### src/rtl/poly_pkg.sv
// rtl/poly_pkg.sv - shared state encoding and sizing helpers for poly_solver
package poly_pkg;

    localparam int MAX_DEG = 8;

    typedef enum logic [1:0] {
        S_IDLE = 2'd0,
        S_RUN  = 2'd1,
        S_DONE = 2'd2
    } state_e;

    // Counter must hold DEG itself; a degree-0 build still needs a 1-bit counter.
    function automatic int cnt_width(input int deg);
        return (deg < 1) ? 1 : $clog2(deg + 1);
    endfunction

endpackage

### src/rtl/horner_step.sv
// rtl/horner_step.sv - one Horner multiply-add with full-precision overflow detect
module horner_step #(
    parameter int XW = 8,
    parameter int W  = 16
) (
    input  logic [W-1:0]  acc_i,
    input  logic [XW-1:0] x_i,
    input  logic [W-1:0]  coef_i,
    output logic [W-1:0]  sum_o,
    output logic          ovf_o
);

    // acc*x < 2^(W+XW) and coef < 2^W, so one extra bit holds the sum exactly.
    localparam int FW = W + XW + 1;

    logic [FW-1:0] full;

    assign full  = FW'(acc_i) * FW'(x_i) + FW'(coef_i);
    assign sum_o = full[W-1:0];
    assign ovf_o = |full[FW-1:W];

endmodule

### src/rtl/poly_solver.sv
// rtl/poly_solver.sv - sequential Horner polynomial evaluator, one step per clock
module poly_solver
    import poly_pkg::*;
#(
    parameter int XW  = 8,
    parameter int W   = 16,
    parameter int DEG = 2
) (
    input  logic                 clk,
    input  logic                 rst,
    input  logic                 start,
    input  logic [XW-1:0]        x,
    input  logic [(DEG+1)*W-1:0] coef,
    output logic [W-1:0]         result,
    output logic                 zero,
    output logic                 overflow,
    output logic                 busy,
    output logic                 done
);

    localparam int CW = cnt_width(DEG);

    state_e               state_q;
    logic [XW-1:0]        x_q;
    logic [(DEG+1)*W-1:0] coef_q;
    logic [W-1:0]         acc_q;
    logic [CW-1:0]        cnt_q;
    logic                 sticky_q;
    logic [W-1:0]         result_q;
    logic                 zero_q;
    logic                 overflow_q;
    logic                 busy_q;
    logic                 done_q;

    logic [W-1:0]         coef_sel;
    logic [W-1:0]         step_sum;
    logic                 step_ovf;

    // cnt_q counts remaining steps; the step with cnt_q == k+1 consumes coef[k].
    always_comb begin
        coef_sel = coef_q[DEG*W +: W];
        for (int k = 0; k < DEG; k++) begin
            if (cnt_q == CW'(k + 1)) begin
                coef_sel = coef_q[k*W +: W];
            end
        end
    end

    horner_step #(
        .XW (XW),
        .W  (W)
    ) u_step (
        .acc_i  (acc_q),
        .x_i    (x_q),
        .coef_i (coef_sel),
        .sum_o  (step_sum),
        .ovf_o  (step_ovf)
    );

    always_ff @(posedge clk) begin
        if (!rst) begin
            state_q    <= S_IDLE;
            x_q        <= '0;
            coef_q     <= '0;
            acc_q      <= '0;
            cnt_q      <= '0;
            sticky_q   <= 1'b0;
            result_q   <= '0;
            zero_q     <= 1'b0;
            overflow_q <= 1'b0;
            busy_q     <= 1'b0;
            done_q     <= 1'b0;
        end else begin
            done_q <= 1'b0;
            case (state_q)
                S_IDLE: begin
                    if (start) begin
                        x_q      <= x;
                        coef_q   <= coef;
                        acc_q    <= coef[DEG*W +: W];
                        cnt_q    <= CW'(DEG);
                        sticky_q <= 1'b0;
                        busy_q   <= 1'b1;
                        if (DEG == 0) begin
                            state_q    <= S_DONE;
                            done_q     <= 1'b1;
                            result_q   <= coef[W-1:0];
                            zero_q     <= (coef[W-1:0] == '0);
                            overflow_q <= 1'b0;
                        end else begin
                            state_q <= S_RUN;
                        end
                    end
                end
                S_RUN: begin
                    acc_q    <= step_sum;
                    sticky_q <= sticky_q | step_ovf;
                    cnt_q    <= cnt_q - CW'(1);
                    // Outputs are loaded on entry to DONE so they are valid alongside done.
                    if (cnt_q == CW'(1)) begin
                        state_q    <= S_DONE;
                        done_q     <= 1'b1;
                        result_q   <= step_sum;
                        zero_q     <= (step_sum == '0);
                        overflow_q <= sticky_q | step_ovf;
                    end
                end
                S_DONE: begin
                    state_q <= S_IDLE;
                    busy_q  <= 1'b0;
                end
                default: begin
                    state_q <= S_IDLE;
                    busy_q  <= 1'b0;
                end
            endcase
        end
    end

    assign result   = result_q;
    assign zero     = zero_q;
    assign overflow = overflow_q;
    assign busy     = busy_q;
    assign done     = done_q;

endmodule

### config.mk
export PLATFORM = sky130hd
export DESIGN_NAME = poly_solver
export DESIGN_NICKNAME = d
export VERILOG_FILES = /design/src/rtl/poly_pkg.sv /design/src/rtl/horner_step.sv /design/src/rtl/poly_solver.sv
export SDC_FILE = /design/constraint.sdc
export NUM_CORES = 1
export LEC_CHECK = 0
export BUFFER_PORTS_ARGS = -buffer_cell sky130_fd_sc_hd__buf_2
export CORE_UTILIZATION = 50
export CTS_CLUSTER_DIAMETER = 30
export DETAILED_ROUTE_END_ITERATION = 6
export PLACE_DENSITY = 0.68
export RECOVER_POWER = 50
export SLEW_MARGIN = 20
export SYNTH_ARGS = -nofsm -noshare
export SYNTH_HDL_FRONTEND = slang
export SYNTH_SLANG_ARGS = --single-unit
### constraint.sdc
create_clock -name clk -period 6.55 [get_ports clk]
set_clock_uncertainty 0.05 [all_clocks]
set_input_delay 1.31 -clock clk [delete_from_list [all_inputs] [get_ports clk]]
set_output_delay 1.31 -clock clk [all_outputs]
set_load 0.005 [all_outputs]
==> results by stage, run 1 <==
Status:
- The run finished, with violations left.
- The checks that failed: max-capacitance violations, max-slew violations.

Worst setup path:
- The critical path ends at sticky_q$_SDFFE_PN0P_.
- Data on the critical path is required at its endpoint by 6.71 ns.
- Along the worst path, the maximum fanout reaches 11.
- In this run the worst setup path begins at cnt_q[1]$_SDFFE_PN0P_.
- The worst register-to-register path begins at cnt_q[1]$_SDFFE_PN0P_.
- The length in cells of the worst reg-to-reg path is 20.
- STA puts the critical path data arrival time at 6.11 ns.
- The setup check on the worst reg-to-reg path leaves a slack of 0.60 ns.
- The element type at the critical path end is a register.
- The worst setup path is launched from a register.
- The type of the worst setup path is register to register.
- The endpoint identified for the worst register-to-register timing path is sticky_q$_SDFFE_PN0P_.

Global route:
- The via count of the first global-routing pass is 6973.
- The initial antenna violation count came to 0.
- The total overflow left after global routing is 0.
- The total track usage is 26.6%.
- The first global-routing pass estimated roughly 36000 um of wire.
- The largest net degree at the start of global routing is 77.

Yosys:
- The top cell type by area accounts for 23.9% of the synthesized area.
- Yosys printed 0 warnings.
- The cell type with the highest aggregate area in the netlist is fa_1.
- The cell count after synthesis came out at 1024.
- After synthesis, flip-flops and latches occupy 23.2% of the total area.
- By instance count, the leading cell after synthesis is nand2_1.
- After synthesis, the share of flip-flops with an asynchronous set or reset is 0%.
- A synthesized cell averages between 8 and 9 sq um.
- Counting flops and latches in the post-synthesis netlist gives 97.
- The most used flip-flop cell after synthesis is dfxtp_1.
- The netlist uses 58 different library cells.
- Yosys attributes the largest share of cell area to fa_1 (24%), dfxtp_1 (23%), nand2_1 (11%), ha_1 (7.5%), a21oi_1 (6.6%).
- The synthesized net count is 1233.
- Ranked by instance count, the synthesized netlist is headed by nand2_1 (256), a21oi_1 (111), fa_1 (100).
- In this run the cell area of the synthesized design comes to 8370 sq um.
- The count of flip-flops with a built-in enable after synthesis is 0.

Layout:
- The number of antenna diodes in the final layout is 0.
- The area growth from synthesis to final layout is 9.70%.
- In the final layout, the share of cells above drive strength 1 is 9.08%.
- At the end of the flow, the number of nets in the layout was between 1000 and 1500.
- Counting the fill cells in the layout gives between 1500 and 2000.

Placement:
- The half-perimeter wire length of the detailed placement result is 17000 um.
- The count of input and output buffers is 78.
- Prior to clock tree synthesis, the placed netlist has a worst setup slack of roughly 0.7 ns.
- The weighted congestion at the end of routability-driven global placement is 0.908.

Route:
- Across all layers, the routed design uses 7101 vias.
- The number of design rule violations left after detail routing is 0.
- The average vias per placed instance is 5.53.
- After detailed routing, the average wire length per cell comes to 17.0 um.
- The remaining antenna violation count is 0.
- The final wirelength is 21900 um.
- For this block, the initial DRC count from the detailed router was 558.
- The first-pass iteration count of the detailed router is 5.

Clock network:
- After clock tree synthesis, the clock-pin slew on the worst setup and hold paths is 0.07 ns.
- TritonCTS built the clock tree.
- The maximum buffer depth of the clock tree is 2.
- The count of cells resized by post-cts repair is 0.
- The number of H-tree levels is 3.
- Post-CTS timing repair inserted 0 buffers for setup.
- The number of buffers inserted during clock tree synthesis is 9.
- The number of buffers inserted for hold repair after clock tree synthesis is 0.
- Clock latency on the worst-skew pair, taken at its later pin, is roughly 0.35 ns.
- The root buffer cell chosen for the clock tree is clkbuf_16.
- The tree built by TritonCTS fans out to 97 sinks.

Power and ir drop:
- The standby leakage power is 4.06 nW.
- In this run the power density over the cells is 194 nW/um^2.
- The design draws 1.78 mW.
- The peak supply drop is about 0.18 mV.

Run:
- The tool flagged a number of max-cap violations equal to 2.

STA:
- The total count of hold-check failures in the final report is 0.
- The maximum achievable frequency is roughly 170 MHz.
- Setup repair after global routing left no endpoint under its margin.
- The final critical delay including setup and external delays is 5.95 ns.
- The worst path meets setup with 0.596 ns of slack.
- At the pin with the least slew margin, the transition time is 3.30 ns.
- The number of pins exceeding their max-slew limit in the final report came to 128.
- The final critical-path share of the clock period is 90.9%.
- Headroom to the max-slew limit came out at -120%.
- Setup violations remaining at the end of the flow were counted as 0.
- In the final timing run, aggregate negative setup slack is 0 ns.

Floorplanning:
- The core box area is 16100 sq um.
- The die outline height is 131 um.
- The initial utilization of the core area, before any placement, comes to between 50% and 60%.
- The die outline area is between 15000 and 20000 sq um.
- From left edge to right edge, the die measures about 130 um.
- During I/O placement, the number of pins put on the boundary was between 70 and 80.
- The number of placement rows is between 40 and 50.

Min path:
- The class of the worst hold path is register to register.
## state kept, by name, summed over array words and instances (netlist names), 2 cells and up
signal   flops
acc_q       16
state_q      2
coef_q      48
result      16
cnt_q        2
x_q          8
## stage by stage
stage          std cells  area, sq um  util [%]  hold slack [ns]
5_1_grt             1284         9180      57.0            0.418
3_5_place_dp        1268         8880      55.1            0.394
3_3_place_gp        1268         8880      55.1            0.391
6_report            1284         9180      57.0            0.405
4_1_cts             1284         9210      57.1            0.405
2_1_floorplan       1024         8370         -            0.386
## layer usage
layer / track usage, % / up-vias / part of all wire, %
met5: 0 / - / 0
met4: 6.78 / 0 / 2.1
met3: 3.74 / 36 / 5.1
met2: 42.0 / 217 / 45
met1: 38.3 / 3452 / 48
li1: - / 3396 / -
## cell families (layout without fill, tap and decap cells)
| group | count (synthesis) | after routing | share of synthesized area (%) |
|---|---|---|---|
| flip-flops | 97 | 97 | 23.2 |
| buffers and inverters | 157 | 201 | 7.04 |
| adder cells (fa/ha/maj) | 150 | 150 | 31.4 |
| multiplexers | 21 | 21 | 2.51 |
| AND/OR/NAND/NOR | 403 | 403 | 21.7 |
| XOR/XNOR | 8 | 8 | 0.837 |
| AO/OA/AOI/OAI | 188 | 188 | 13.4 |
## worst min-delay path by stage
stage                                  startpoint                 endpoint  slack (ns)  cells past startpoint
after floorplan           coef_q[32]$_SDFFE_PN0P_  coef_q[32]$_SDFFE_PN0P_        0.39                      2
after global placement    coef_q[36]$_SDFFE_PN0P_  coef_q[36]$_SDFFE_PN0P_        0.39                      2
after detailed placement   result[2]$_SDFFE_PN0P_   result[2]$_SDFFE_PN0P_        0.39                      2
after CTS                 coef_q[39]$_SDFFE_PN0P_  coef_q[39]$_SDFFE_PN0P_        0.41                      2
after global routing      coef_q[38]$_SDFFE_PN0P_  coef_q[38]$_SDFFE_PN0P_        0.42                      2
final                     coef_q[37]$_SDFFE_PN0P_  coef_q[37]$_SDFFE_PN0P_        0.40                      2
## area by class of cell
type / instances / area, sq um / share of cell area (%)
flip-flops and latches: 97 / 1940 / 21.1
clock inverters: 7 / 101 / 1.10
inverters: 99 / 372 / 4.05
repair buffers: 86 / 428 / 4.66
clock buffers: 9 / 225 / 2.45
well taps: 216 / 270 / 2.94
multi-input cells: 770 / 5850 / 63.7
## critical path, stage by stage (launching register included)
cell and delay [ns]:
dfxtp_1 0.32, inv_1 0.09, ha_1 0.58, mux2i_1 0.26
nor2_1 0.05, a21oi_1 0.23, fa_1 0.43, inv_1 0.09
fa_1 0.44, fa_1 0.54, inv_1 0.06, fa_1 0.49
inv_1 0.05, ha_1 0.38, and3_1 0.25, a221oi_4 0.40
nor3_2 0.13, nor4_1 0.35, o221ai_1 0.17, nor4_2 0.34
a311oi_1 0.13
## placed cells by master (no fill, tap or decap), types with 8 or more instances in the layout
cell type and count:
a21o_1 8, a21oi_1 111, a31oi_1 21, and2_1 62
buf_2 66, clkbuf_1 13, clkbuf_16 9, dfxtp_1 97
fa_1 100, ha_1 50, inv_1 99, mux2i_1 21
nand2_1 256, nand4_1 8, nor2_1 35, nor3_1 10
o21ai_0 12
## report_power, final
group	switching [mW]	internal [mW]
Sequential	0.0684	0.629
Combinational	0.315	0.189
Clock	0.240	0.339
Total	0.623	1.16
(Power assumes the default switching activity.)
==> run 2, diff against run 1 <==
--- a/config.mk
+++ b/config.mk
@@ -6,11 +6,10 @@
 export NUM_CORES = 1
 export LEC_CHECK = 0
 export BUFFER_PORTS_ARGS = -buffer_cell sky130_fd_sc_hd__buf_2
-export CORE_UTILIZATION = 50
+export CORE_UTILIZATION = 45
 export CTS_CLUSTER_DIAMETER = 30
 export DETAILED_ROUTE_END_ITERATION = 6
-export PLACE_DENSITY = 0.68
-export RECOVER_POWER = 50
+export PLACE_DENSITY = 0.62
 export SLEW_MARGIN = 20
 export SYNTH_ARGS = -nofsm -noshare
 export SYNTH_HDL_FRONTEND = slang
==> run 2 against run 1 <==
The run ends with design-rule violations left. Count of clock-buffer cells in the layout is 3 higher. Non-clock buffer count is 1 higher. Wire length is 1.4% higher. Largest cell class unchanged.
==> results by stage, run 2 (same netlist as run 1, synthesis figures left out) <==
Floorplanning:
- The die outline area is 19200 sq um (+11%).
- The core box area is 18100 sq um (+12%).
- The number of placement rows is 49 (+6.5%).
- The boundary pin count came to 79 (unchanged).
- The die outline height is 138 um (+5.3%).
- The starting density of the core is 46.3% (-5.7 points).
- The width of the die came to 138 um (+5.3%).

Route:
- The routed wirelength normalized by instance count was 17.1 um (+0.29%).
- The number of design rule violations left after detail routing came to 2 (+2).
- The average vias per placed instance is 5.40 (-2.4%).
- The remaining antenna violation count is 0 (unchanged).
- The DRC violation total after the first TritonRoute iteration was 379 (-32%).
- The first-pass iteration count of the detailed router is 7 (+2).
- The final wirelength is 22200 um (+1.4%).
- The via count came to 7003 (-1.4%).

Layout:
- The combined area of the multi-input logic cells came to 5850 sq um (unchanged).
- The finished layout cell area is 9210 sq um (+0.30%).
- The register with the most flip-flops in the final layout is coef_q.
- Leaving out fill and tap cells, the most frequent cells in the layout are nand2_1 (256), a21oi_1 (111), fa_1 (100).
- The storage element area was 1940 sq um (unchanged).
- The final net count is 1273 (+0.079%).
- The number of filler cells placed in the layout is 1733 (+13%).
- Leaving out fill and tap cells, the most frequent cell in the layout is nand2_1.
- The fraction of final layout cells sized beyond drive strength 1 is 10.5% (+1.4 points).
- The area growth from synthesis to final layout is 10.0%.
- The final antenna diode count was 0 (unchanged).
- The count of placed standard cells in the final layout, fillers left out is 1298 (+1.1%).
- The flip-flop count of the largest register, all copies and words added came to 48 (unchanged).

Power and ir drop:
- The total internal power was 1.13 mW (-2.0%).
- The clock share of power is 31.2% (-1.4 points).
- The peak supply drop is 0.162 mV (-8.2%).
- The power per standard cell area was 189 nW/um^2 (-2.3%).
- The proportion of power drawn by flip-flops and latches is 39.9% (+0.7 points).
- The net switching power is 611 uW (-1.9%).
- The standby leakage power came to 4.11 nW (+1.2%).
- The switching portion of total power is 35.0% (about the same).
- The fraction of power consumed by combinational cells is 28.9% (+0.6 points).

STA:
- The count of endpoints failing setup in the final report is 0 (unchanged).
- The slew at the pin with the worst max-slew slack is 0.955 ns (-2.35 ns).
- The maximum achievable frequency is 170 MHz (+1.0%).
- The worst path setup slack after routing is 0.657 ns (+0.0607 ns).
- The number of pins exceeding their max-slew limit in the final report is 0 (-100%).
- The final hold slack is 0.402 ns (-0.00252 ns).
- The final critical delay including setup and external delays is 5.89 ns (-0.0607 ns).
- The worst slew slack as a fraction of its limit is 36.3% (+160 points).
- The total count of hold-check failures in the final report was 0 (unchanged).
- The final critical-path share of the clock period is 90.0% (-0.93 points).
- The setup total negative slack is 0 ns (unchanged).
- Setup repair after global routing left no endpoint under its margin.

Placement:
- The pre-CTS setup slack is 0.726 ns (+0.0156 ns).
- The cell area reported after detailed placement is 8900 sq um (+0.27%).
- The weighted congestion at the end of routability-driven global placement came to 0.863 (-5.0%).
- The half-perimeter wire length of the detailed placement result was 17500 um (+3.0%).
- The count of input and output buffers was 78 (unchanged).
- The count of placed standard cells including taps is 1282 (+1.1%).

Worst setup path:
- The length in cells of the worst reg-to-reg path is 19 (-5.0%).
- The end of the critical path is sticky_q$_SDFFE_PN0P_.
- The worst setup path is launched from a register.
- The element type at the critical path end is a register.
- The first element of the critical path is cnt_q[0]$_SDFFE_PN0P_.
- The endpoint required time on the critical path is 6.69 ns (-0.02 ns).
- The type of the worst setup path is register to register.
- The endpoint identified for the worst register-to-register timing path is sticky_q$_SDFFE_PN0P_.
- The startpoint of the most critical register-to-register path is cnt_q[0]$_SDFFE_PN0P_.
- The signal arrival time at the worst endpoint is 6.04 ns (-0.07 ns).
- The highest fanout seen on the critical path came to 11 (unchanged).
- The reg2reg setup slack was 0.66 ns (+0.06 ns).

Clock network:
- The number of H-tree levels is 3 (unchanged).
- The clock-pin slew reported for the worst setup and hold paths after clock tree synthesis is 0.06 ns (about the same).
- The number of buffers inserted during clock tree synthesis was 9 (unchanged).
- The number of buffers inserted for hold repair after clock tree synthesis is 0 (unchanged).
- The number of clock sinks seen by CTS is 97 (unchanged).
- The number of setup buffers added after CTS was 0 (unchanged).
- The clock tree from TritonCTS is done.
- The maximum buffer depth of the clock tree is 2 (unchanged).
- The root cell of the clock tree is clkbuf_16.
- The clock latency at the later pin of the worst-skew pair came to 0.35 ns (about the same).
- The count of cells resized by post-cts repair is 0 (unchanged).

Global route:
- The via count of the first global-routing pass is 7124 (+2.2%).
- The first-pass GRT wire length was 37700 um (+4.2%).
- The initial antenna violation count is 0 (unchanged).
- The global-route congestion overflow total is 0 (unchanged).
- The total track usage came to 24.9% (-1.7 points).
- The largest net degree at the start of global routing is 93 (+21%).

Status:
- The run finished, with violations left.
- The checks that failed: design-rule violations.

Min path:
- The worst hold path belongs to the class register to register.

Run:
- The max-capacitance violation count is 0 (-2).
[run 2: cell types whose count changed in the layout (fill, tap and decap cells not counted)]
cell,previous run,this run
buf_4,6,9
bufinv_16,2,1
inv_6,2,0
inv_8,1,0
inv_1,99,98
clkinv_4,0,1
clkbuf_1,13,1
buf_1,1,0
buf_2,66,78
inv_2,0,1
clkbuf_8,0,2
[run 2: worst min-delay path by stage]
stage                             from                      end  slack [ns]  cells past startpoint
6_report       coef_q[32]$_SDFFE_PN0P_  coef_q[32]$_SDFFE_PN0P_        0.40                      2
2_1_floorplan  coef_q[32]$_SDFFE_PN0P_  coef_q[32]$_SDFFE_PN0P_        0.39                      2
4_1_cts        coef_q[32]$_SDFFE_PN0P_  coef_q[32]$_SDFFE_PN0P_        0.41                      2
3_5_place_dp    result[2]$_SDFFE_PN0P_   result[2]$_SDFFE_PN0P_        0.40                      2
5_1_grt        coef_q[32]$_SDFFE_PN0P_  coef_q[32]$_SDFFE_PN0P_        0.42                      2
3_3_place_gp   coef_q[43]$_SDFFE_PN0P_  coef_q[43]$_SDFFE_PN0P_        0.39                      2
[run 2: worst max-delay path, stage by stage (launching register included)]
cell      delay, ns
dfxtp_1        0.38
ha_1           0.59
mux2i_1        0.26
nor2_1         0.06
a21oi_1        0.22
fa_1           0.43
inv_1          0.08
fa_1           0.44
fa_1           0.55
inv_1          0.06
fa_1           0.49
inv_1          0.05
ha_1           0.38
and3_1         0.25
a221oi_4       0.37
nor3_2         0.13
nor4_1         0.30
o221ai_1       0.16
nor4_2         0.36
a311oi_1       0.13
[run 2: area by class of cell]
class                   instances  area share, %
multi-input cells             770           63.5
flip-flops and latches         97           21.1
repair buffers                 87           4.97
inverters                      99           4.03
well taps                     229           3.11
clock buffers                  12           2.78
clock inverters                 4          0.557
[run 2: power groups by stage]
stage          registers [mW]  logic [mW]  clock network [mW]
2_1_floorplan           0.662       0.377                   0
3_3_place_gp            0.710       0.493                   0
3_5_place_dp            0.709       0.497                   0
4_1_cts                 0.696       0.503               0.552
5_1_grt                 0.703       0.571               0.574
6_report                0.697       0.504               0.544
[run 2: layer usage]
metal | GRT usage [%] | wire length [um] | up-vias
met4 | 6.15 | 361 | 0
met3 | 3.67 | 1080 | 24
li1 | - | - | 3392
met1 | 35.7 | 10800 | 3417
met2 | 39.4 | 9990 | 170
met5 | 0 | 0 | -
[run 2: per-stage QoR]
| step | power (mW) | util (%) |
|---|---|---|
| final | 1.75 | 50.9 |
| after global routing | 1.85 | 50.9 |
| after CTS | 1.75 | 50.9 |
| after detailed placement | 1.21 | 49.2 |
| after global placement | 1.20 | 49.2 |
| after floorplan | 1.04 | - |
==> run 3, diff against run 2 <==
--- a/config.mk
+++ b/config.mk
@@ -5,6 +5,7 @@
 export SDC_FILE = /design/constraint.sdc
 export NUM_CORES = 1
 export LEC_CHECK = 0
+export ABC_AREA = 1
 export BUFFER_PORTS_ARGS = -buffer_cell sky130_fd_sc_hd__buf_2
 export CORE_UTILIZATION = 45
 export CTS_CLUSTER_DIAMETER = 30
==> run 3 against run 2 <==
The flow now finishes without violations. Count of clock-buffer cells in the layout decreased by 2. Utilization decreased by 0.30 points. Worst hold slack improved by 0.012 ns. Area after synthesis increased by 5.3%. Fmax increased by 3.4%. Flip-flop and latch count unchanged. Total power increased by 34%. Global-route usage decreased by 0.65 points. Worst setup slack improved by 0.19 ns. Sequential power increased by 8.3%. Critical path type unchanged. Largest cell class unchanged. Largest power group is now combinational logic.
==> results by stage, run 3 <==
Global route:
- The via count of the first global-routing pass is 7347 (+3.1%).
- The initial antenna violation count is 0 (unchanged).
- The global-route congestion overflow total was 0 (unchanged).
- The largest net degree at the start of global routing is 59 (-37%).
- The total track usage came to 24.3% (-0.65 points).
- The first-pass GRT wire length is 37900 um (+0.46%).

Power and ir drop:
- The peak supply drop is 0.223 mV (+38%).
- The standby leakage power is 5.22 nW (+27%).
- The power per standard cell area is 243 nW/um^2 (+28%).

Floorplanning:
- The boundary pin count is 79 (unchanged).
- The width of the die is 142 um (+2.6%).
- The die outline area came to 20200 sq um (+5.2%).
- The number of placement rows was 50 (+2.0%).
- The starting density of the core was 46.5% (+0.21 points).
- The die outline height is 142 um (+2.6%).
- The core box area is 19000 sq um (+4.8%).

Yosys:
- The count of flip-flops with a built-in enable after synthesis was 0 (unchanged).
- After synthesis, the most frequently instantiated cells are nand2_1 (378), inv_1 (245), nor2_1 (104).
- The area share of the largest cell type after synthesis came to 22.7% (-1.2 points).
- The synthesized net count is 1470 (+19%).
- The number of standard cells after synthesis is 1261 (+23%).
- The sequential element share of the synthesized area is 22.0% (-1.2 points).
- Among all flip-flop cells after synthesis, the most frequent one is dfxtp_1.
- The count of warnings emitted by yosys is 0 (unchanged).
- Summed over all instances, the cell type with the most area after synthesis is fa_1.
- The synthesized cell area is 8810 sq um (+5.3%).
- The number of distinct library cells after synthesis is 33 (-43%).
- The mean instance size in the synthesized netlist is 6.99 sq um (-14%).
- By area the synthesized netlist is led by fa_1 (23%), dfxtp_1 (22%), nand2_1 (16%), inv_1 (10%), ha_1 (7.1%).
- The most repeated cell in the gate-level netlist after synthesis is nand2_1.
- The number of synthesized register bits was 97 (unchanged).
- The async set or reset register ratio after synthesis is 0% (unchanged).

Worst setup path:
- The startpoint of the most critical register-to-register path is cnt_q[0]$_SDFFE_PN0P_.
- The length in cells of the worst reg-to-reg path is 23 (+4).
- The element type at the critical path end is a register.
- The endpoint required time on the critical path is 6.76 ns (+0.07 ns).
- The reg2reg setup slack came to 0.85 ns (+0.19 ns).
- The type of the worst setup path is register to register.
- The highest fanout seen on the critical path is 30 (+19).
- The worst register-to-register path ends at overflow$_SDFFE_PN0P_.
- The signal arrival time at the worst endpoint came to 5.91 ns (-0.13 ns).
- The startpoint kind of the worst setup timing path is a register.

Clock network:
- The clock latency at the later pin of the worst-skew pair came to 0.36 ns (about the same).
- The number of setup buffers added after CTS is 0 (unchanged).
- The clock tree from TritonCTS is done.
- The number of H-tree levels came to 3 (unchanged).
- The number of clock sinks seen by CTS is 97 (unchanged).
- The maximum buffer depth of the clock tree came to 2 (unchanged).
- The clock-pin slew reported for the worst setup and hold paths after clock tree synthesis is 0.08 ns (+0.02 ns).
- The number of buffers inserted during clock tree synthesis is 9 (unchanged).
- The count of cells resized by post-cts repair is 0 (unchanged).
- In this run the clock root is driven by a clkbuf_16.
- The number of buffers inserted for hold repair after clock tree synthesis is 0 (unchanged).

Route:
- The routed wirelength normalized by instance count is 14.6 um (-15%).
- The remaining antenna violation count is 0 (unchanged).
- The via count is 7607 (+8.6%).
- The DRC violation total after the first TritonRoute iteration came to 576 (+52%).
- The final wirelength is 22700 um (+2.3%).
- The average vias per placed instance came to 4.90 (-9.3%).
- The first-pass iteration count of the detailed router is 5 (-2).
- The number of design rule violations left after detail routing is 0 (-2).

STA:
- The final critical delay including setup and external delays was 5.70 ns (-0.195 ns).
- The setup total negative slack is 0 ns (unchanged).
- The count of endpoints failing setup in the final report is 0 (unchanged).
- The number of pins exceeding their max-slew limit in the final report is 0 (unchanged).
- The final critical-path share of the clock period is 87.0% (-3.0 points).
- Setup repair after global routing left no endpoint under its margin.
- The worst slew slack as a fraction of its limit is 39.9% (+3.6 points).
- The total count of hold-check failures in the final report came to 0 (unchanged).
- The maximum achievable frequency is 175 MHz (+3.4%).
- The slew at the pin with the worst max-slew slack is 0.901 ns (-0.0539 ns).

Min path:
- The worst hold path begins at coef_q[40]$_SDFFE_PN0P_.
- The hold-critical path endpoint is coef_q[40]$_SDFFE_PN0P_.
- The number of stages on the worst hold path is 2 (unchanged).
- The class of the worst hold path is register to register.

Placement:
- The count of input and output buffers is 78 (unchanged).
- The half-perimeter wire length of the detailed placement result is 18300 um (+4.4%).
- The weighted congestion at the end of routability-driven global placement is 0.899 (+4.1%).

Status:
- The flow ran to the end, and the final reports show no timing, DRC or antenna violations.

Layout:
- The final standard cell utilization of the core is 50.6% (-0.30 points).
- The flip-flop count of the largest register, all copies and words added is 48 (unchanged).
- The area growth from synthesis to final layout is 8.89%.
- The final net count was 1498 (+18%).
- The final antenna diode count is 0 (unchanged).
- The fraction of final layout cells sized beyond drive strength 1 was 9.51% (-0.97 points).
- The library cell used most frequently in the layout, excluding fill and tap cells, is nand2_1.
- The register with the most flip-flops in the final layout is coef_q.
- In the layout the commonest cells are nand2_1 (378), inv_1 (245), nor2_1 (103).

Run:
- The max-capacitance violation count is 0 (unchanged).
run 3: cell count changes in the layout (fill, tap and decap cells not counted), moves of 8 or more:
cell     before  now
and2_1       62    1
inv_1        98  245
o21ai_0      12   63
a21oi_1     111   40
nand2_1     256  378
nand3_1       5   41
nand2_2       0    9
mux2i_1      21    0
nor2_1       35  103
a21o_1        8    0
run 3: logic make-up (layout without fill, tap and decap cells):
group | after synthesis | in the layout | synth area share [%]
XOR/XNOR | 10 | 10 | 0.994
AO/OA/AOI/OAI | 129 | 129 | 7.85
flip-flops | 97 | 97 | 22.0
buffers and inverters | 313 | 346 | 13.5
AND/OR/NAND/NOR | 562 | 562 | 25.8
adder cells (fa/ha/maj) | 150 | 150 | 29.8
run 3: worst max path at each step:
stage | slack, ns | startpoint | endpoint | cells after the start
floorplan | 1.63 | cnt_q[1]$_SDFFE_PN0P_ | overflow$_SDFFE_PN0P_ | 26
global placement | 0.92 | cnt_q[1]$_SDFFE_PN0P_ | overflow$_SDFFE_PN0P_ | 24
detailed placement | 0.92 | cnt_q[0]$_SDFFE_PN0P_ | overflow$_SDFFE_PN0P_ | 22
CTS | 0.87 | cnt_q[0]$_SDFFE_PN0P_ | overflow$_SDFFE_PN0P_ | 23
global route | 0.48 | cnt_q[0]$_SDFFE_PN0P_ | overflow$_SDFFE_PN0P_ | 27
finish | 0.85 | cnt_q[0]$_SDFFE_PN0P_ | overflow$_SDFFE_PN0P_ | 23
run 3: area by class of cell:
type	instances	area (sq um)
clock inverter	6	62.6
sequential	97	1940
clock buffer	10	229
tap	260	325
multi-input combinational	851	5690
fill	1924	9360
inverter	248	931
timing repair buffer	82	420
run 3: power breakdown:
group / switching, mW / internal [mW]
clock network: 0.255 / 0.268
logic: 0.676 / 0.382
registers: 0.110 / 0.645
run 3: stage by stage:
step	power, mW	instance area (sq um)	hold WS (ns)	cells	setup slack [ns]
2_1_floorplan	1.51	8810	0.374	1261	1.63
6_report	2.34	9600	0.414	1554	0.852
4_1_cts	2.35	9600	0.414	1554	0.872
3_3_place_gp	1.81	9310	0.400	1538	0.916
5_1_grt	2.53	9600	0.434	1554	0.477
3_5_place_dp	1.81	9310	0.404	1538	0.918
run 3: critical path, cell delays in order (launching register included):
cell and delay [ns]:
dfxtp_1 0.35, inv_1 0.07, ha_1 0.24, inv_1 0.57
nand3_1 0.23, o21ai_0 0.26, fa_1 0.49, inv_1 0.10
fa_1 0.46, fa_1 0.56, inv_1 0.05, fa_1 0.48
inv_1 0.04, ha_1 0.40, nand2_2 0.13, nor2_1 0.22
nand2_1 0.11, nand3b_1 0.20, nand4_1 0.12, nand2_1 0.09
nor3_2 0.15, nand2_1 0.08, o21bai_1 0.12, inv_1 0.05
run 3: metal layers:
| metal | track usage [%] | part of all wire, % | up-vias |
|---|---|---|---|
| met3 | 3.97 | 4.9 | 25 |
| met5 | 0 | 0 | - |
| met4 | 6.51 | 2.1 | 0 |
| li1 | - | - | 3808 |
| met1 | 35.9 | 51 | 3581 |
| met2 | 36.4 | 42 | 193 |
